[config.mk]
export PLATFORM = sky130hd
export DESIGN_NAME = edge_toggle_bank
export DESIGN_NICKNAME = d
export VERILOG_FILES = /design/src/rtl/edge_toggle_bank.sv
export SDC_FILE = /design/constraint.sdc
export NUM_CORES = 1
export LEC_CHECK = 0
export CORE_AREA = 2 2 65 67
export CTS_BUF_LIST = sky130_fd_sc_hd__clkbuf_4
export CTS_CLUSTER_SIZE = 12
export DETAILED_ROUTE_END_ITERATION = 10
export DIE_AREA = 0 0 67 69
export DONT_BUFFER_PORTS = 1
export PLACE_DENSITY = 0.74
export SYNTH_ARGS = -nofsm -noshare
export SYNTH_HDL_FRONTEND = slang
export SYNTH_SLANG_ARGS = --single-unit
[constraint.sdc]
create_clock -name clk -period 1.6 [get_ports clk]
set_input_delay 0.32 -clock clk [delete_from_list [all_inputs] [get_ports clk]]
set_output_delay 0.32 -clock clk [all_outputs]
set_load 0.03 [all_outputs]
[src/rtl/edge_toggle_bank.sv]
// Multi-channel debounced edge detector with per-channel pulse, toggle and event count.
// Optional saturating event counters are enabled by defining EDGE_TOGGLE_BANK_EVCNT_EN.
module edge_toggle_bank #(
  parameter int CH         = 4,
  parameter int DEB_CYCLES = 16
) (
  input  logic              clk,
  input  logic              rst_n,
  input  logic [CH-1:0]     btn_in,
  input  logic [2*CH-1:0]   mode,
  input  logic [CH-1:0]     clr,
  output logic [CH-1:0]     lvl,
  output logic [CH-1:0]     pulse,
  output logic [CH-1:0]     tgl,
  output logic [8*CH-1:0]   evcnt
);

  localparam int            CW      = $clog2(DEB_CYCLES) + 1;
  localparam logic [CW-1:0] CNT_MAX = CW'(DEB_CYCLES - 1);

  logic [CH-1:0] sync1_q, sync2_q;
  logic [CH-1:0] lvl_q, lvl_d;
  logic [CH-1:0] ev_q, ev_d;
  logic [CH-1:0] pulse_q;
  logic [CH-1:0] tgl_q, tgl_d;
  logic [CW-1:0] cnt_q [CH];
  logic [CW-1:0] cnt_d [CH];

  // ev_q marks "lvl changed last edge and the mode wanted it"; it becomes pulse
  // one edge later, so mode is captured exactly at the lvl change edge.
  always_comb begin
    // NOTE: every combinational output gets a default before any branch, so no latch is inferred.
    lvl_d = lvl_q;
    ev_d  = '0;
    for (int i = 0; i < CH; i++) begin
      cnt_d[i] = '0;
      if (sync2_q[i] != lvl_q[i]) begin
        if (cnt_q[i] == CNT_MAX) begin
          lvl_d[i] = sync2_q[i];
          ev_d[i]  = sync2_q[i] ? mode[2*i] : mode[2*i+1];
        end else begin
          cnt_d[i] = cnt_q[i] + 1'b1;
        end
      end
      tgl_d[i] = clr[i] ? 1'b0 : (tgl_q[i] ^ ev_q[i]);
    end
  end

  always_ff @(posedge clk or negedge rst_n) begin
    if (!rst_n) begin
      sync1_q <= '0;
      sync2_q <= '0;
      lvl_q   <= '0;
      ev_q    <= '0;
      pulse_q <= '0;
      tgl_q   <= '0;
      // NOTE: the counter array is small state that must abort on reset, so each entry is cleared.
      for (int i = 0; i < CH; i++) cnt_q[i] <= '0;
    end else begin
      // NOTE: non-blocking assignments let every register sample pre-edge values, like real flops.
      sync1_q <= btn_in;
      sync2_q <= sync1_q;
      lvl_q   <= lvl_d;
      ev_q    <= ev_d;
      pulse_q <= ev_q;
      tgl_q   <= tgl_d;
      for (int i = 0; i < CH; i++) cnt_q[i] <= cnt_d[i];
    end
  end

  assign lvl   = lvl_q;
  assign pulse = pulse_q;
  assign tgl   = tgl_q;

`ifdef EDGE_TOGGLE_BANK_EVCNT_EN
  logic [7:0] evc_q [CH];
  logic [7:0] evc_d [CH];

  // Counts follow pulse (ev_q is what pulse takes on this edge); clear wins, 255 sticks.
  always_comb begin
    for (int i = 0; i < CH; i++) begin
      evc_d[i] = evc_q[i];
      if (clr[i]) begin
        evc_d[i] = 8'd0;
      end else if (ev_q[i] && (evc_q[i] != 8'hFF)) begin
        evc_d[i] = evc_q[i] + 8'd1;
      end
    end
  end

  always_ff @(posedge clk or negedge rst_n) begin
    if (!rst_n) begin
      for (int i = 0; i < CH; i++) evc_q[i] <= 8'd0;
    end else begin
      for (int i = 0; i < CH; i++) evc_q[i] <= evc_d[i];
    end
  end

  for (genvar g = 0; g < CH; g++) begin : g_evc
    assign evcnt[8*g +: 8] = evc_q[g];
  end
`else
  assign evcnt = '0;
`endif

endmodule

==> summary.txt <==
initial core utilization: 48.7%
Filler Cells Inserted: 361
Crit path buffers/inverters: 0
Worst Setup End Kind: flop
Slowest cell on crit path: dfrtp_1
max-slew violations: 0
via count: 1019
Peak VDD IR: 0.000630 V
RSZ-0062 raised after global routing: no
Post-CTS Setup Inserts: 0
Reg clk slew, reported paths: 0.12 ns
Site Rows: 23
worst reg2reg path depth: 4
pwr dens: 928 mW/mm2
dpl cell area: 0.00185 mm2
Skew-Pair Late Insertion Delay: 0.35 ns
HPWL after DPL: 2000 um
Die Span Y: 69 um
most common cell in the netlist: dfrtp_1
CP max FO: 3
RePlAce Congestion: 0.672
area leader, netlist: dfrtp_1
root buffer cell: clkbuf_4
drt via density: 4.53
DR DRC count: 0
synth top area cells: dfrtp_1 (58%), buf_4 (13%), xor2_1 (4.6%)
number of synthesized flops with an enable pin: 0
status: finished, final reports clean
sum of negative setup slack: 0 ns
Final Cell Area: 0.00201 mm2
Largest delay share family, worst path: flip-flops
MaxCap Viol Count: 0
share of layout cells above drive strength 1: 9.71%
Req. time, crit path: 1.84 ns
1st-iter DRT viols: 79
Nets: 197
WL/cell: 11.9 um
#FFs+latches synth: 44
routed wire length: 2680 um
Final setup viols: 0
sequential share of the synthesized area: 57.7%
Core Util, Final: 51.2%
Max Buffers Root-to-Sink: 2
Final Total Pwr: 0.00186 W
Port Buf Inserts: 0
Routed Antenna Nets: 0
share of the synthesized area in the top cell type: 57.7%
diode count: 0
Fmax: 0.760 GHz
Lkg Pwr: 1.04 nW
most frequent cells after synthesis: dfrtp_1 (44), buf_4 (32), nor2_1 (16)
syn avg cell area: 12.0 um2
post-CTS resize count: 0
total CTS buffers: 5
chip width: 67 um
TritonCTS clock tree: built
Final period util: 82.2%
Worst path max stage delay: 0.39 ns
Post-Syn Area: 0.00191 mm2
Die Area: 0.00462 mm2
H-Tree Depth: 2
critical path depth in cells: 4
worst hold path type: in2reg
core area: 0.00391 mm2
number of global-route vias before repair: 1016
initial antenna violation count: 0
number of library cell types mapped by synthesis: 21
first-pass GRT wire length: 4260 um
Post-Synthesis Cells: 159
Post-Route Skew: 0.0122 ns
warnings from Yosys: 0
first-pass iteration count of the detailed router: 6
IO Count: 62
CP Cell Sequence: ha_1 > nand3_2 > nor2_1 > mux2_1
Worst EP arrival: 1.56 ns
area grow syn2layout: 5.18%
most common flop cell mapped by yosys: dfrtp_1
final worst slack: 0.285 ns
largest net degree at the start of global routing: 45
gr usage total: 12.6%
Worst setup SP type: flop
Final Hold Fails: 0
Hold Path Stages: 3
kind of critical path: reg2reg
Final min period: 1.32 ns
GR Overflow Total: 0
CTS sink count: 44
post-place setup slack: 0.283 ns
Post-synth ARST share: 100%
-- state kept, by name (all words and copies together), names as in the netlist --
signal and cells:
cnt_q 20, ev_q 4, lvl 4, pulse 4
sync1_q 4, sync2_q 4, tgl 4
-- power breakdown --
part	internal (W)	total, W	switching (W)
Combinational	0.0000502	0.000201	0.000151
Sequential	0.00115	0.00117	0.0000271
Clock	0.000160	0.000486	0.000326
Total	0.00136	0.00186	0.000504
-- final timing paths --
| kind | from | endpoint | slack [ns] |
|---|---|---|---|
| worst max-delay path | cnt_q[10] | lvl[1] | 0.28 |
| worst min-delay path | mode[3] | ev_q[1] | 0.24 |
| worst max register to register | cnt_q[10] | lvl[1] | 0.28 |
| worst min register to register | sync1_q[1] | sync2_q[1] | 0.34 |
| max in group asynchronous | rst_n | cnt_q[16] | 0.98 |
| min in group asynchronous | rst_n | pulse[2] | 0.41 |
-- cell families (layout without fill, tap and decap cells) --
| kind of cell | count (synthesis) | in the layout | synth area share, % |
|---|---|---|---|
| flops | 44 | 44 | 57.7 |
| buf+inv | 34 | 19 | 13.0 |
| compound gates | 8 | 8 | 2.49 |
| xor+xnor | 16 | 16 | 8.14 |
| simple gates | 48 | 48 | 13.5 |
| other cells | 1 | 32 | 0.197 |
| mux | 4 | 4 | 2.36 |
| fa+ha+maj | 4 | 4 | 2.62 |
-- worst register-to-register path, stage by stage (launching register included) --
cell and delay (ns):
dfrtp_1 0.39, ha_1 0.21, nand3_2 0.11, nor2_1 0.16
mux2_1 0.35
-- per-stage QoR --
step | hold slack, ns | cells
2_1_floorplan | 0.0244 | 190
3_3_place_gp | 0.0258 | 208
3_5_place_dp | 0.0253 | 208
4_1_cts | 0.206 | 225
5_1_grt | 0.223 | 225
6_report | 0.235 | 225
-- cells in the final DEF (no fill, tap or decap), types with 5 or more instances in the layout --
| cell | netlist | final |
|---|---|---|
| dlygate4sd3_1 | 0 | 9 |
| nand3_1 | 6 | 6 |
| dfrtp_1 | 44 | 44 |
| xor2_1 | 10 | 10 |
| and2_1 | 9 | 9 |
| conb_1 | 1 | 32 |
| nor2_1 | 16 | 16 |
| clkbuf_4 | 0 | 5 |
-- final cells by class --
type	count	area, um2	share of cell area (%)
flip-flops and latches	44	1100	54.9
multi-input cells	112	674	33.6
repair buffers	10	110	5.49
well taps	50	62.6	3.12
clock buffers	5	37.5	1.87
clock inverters	2	12.5	0.624
inverters	2	7.51	0.374
-- per-layer routing --
metal	wire (um)	vias to the layer above	GRT usage, %
li1	-	473	-
met1	987	494	13.4
met2	1420	50	21.1
met3	249	2	4.57
met4	16	0	6.80
met5	0	-	0
-- repair_timing --
| item | in CTS | in global routing |
|---|---|---|
| endpoints found under the setup margin | 0 | 0 |
| hold endpoints to repair | 52 | 0 |
| hold buffers | 10 | 0 |
Note: power is estimated with default switching activity, not from simulation.
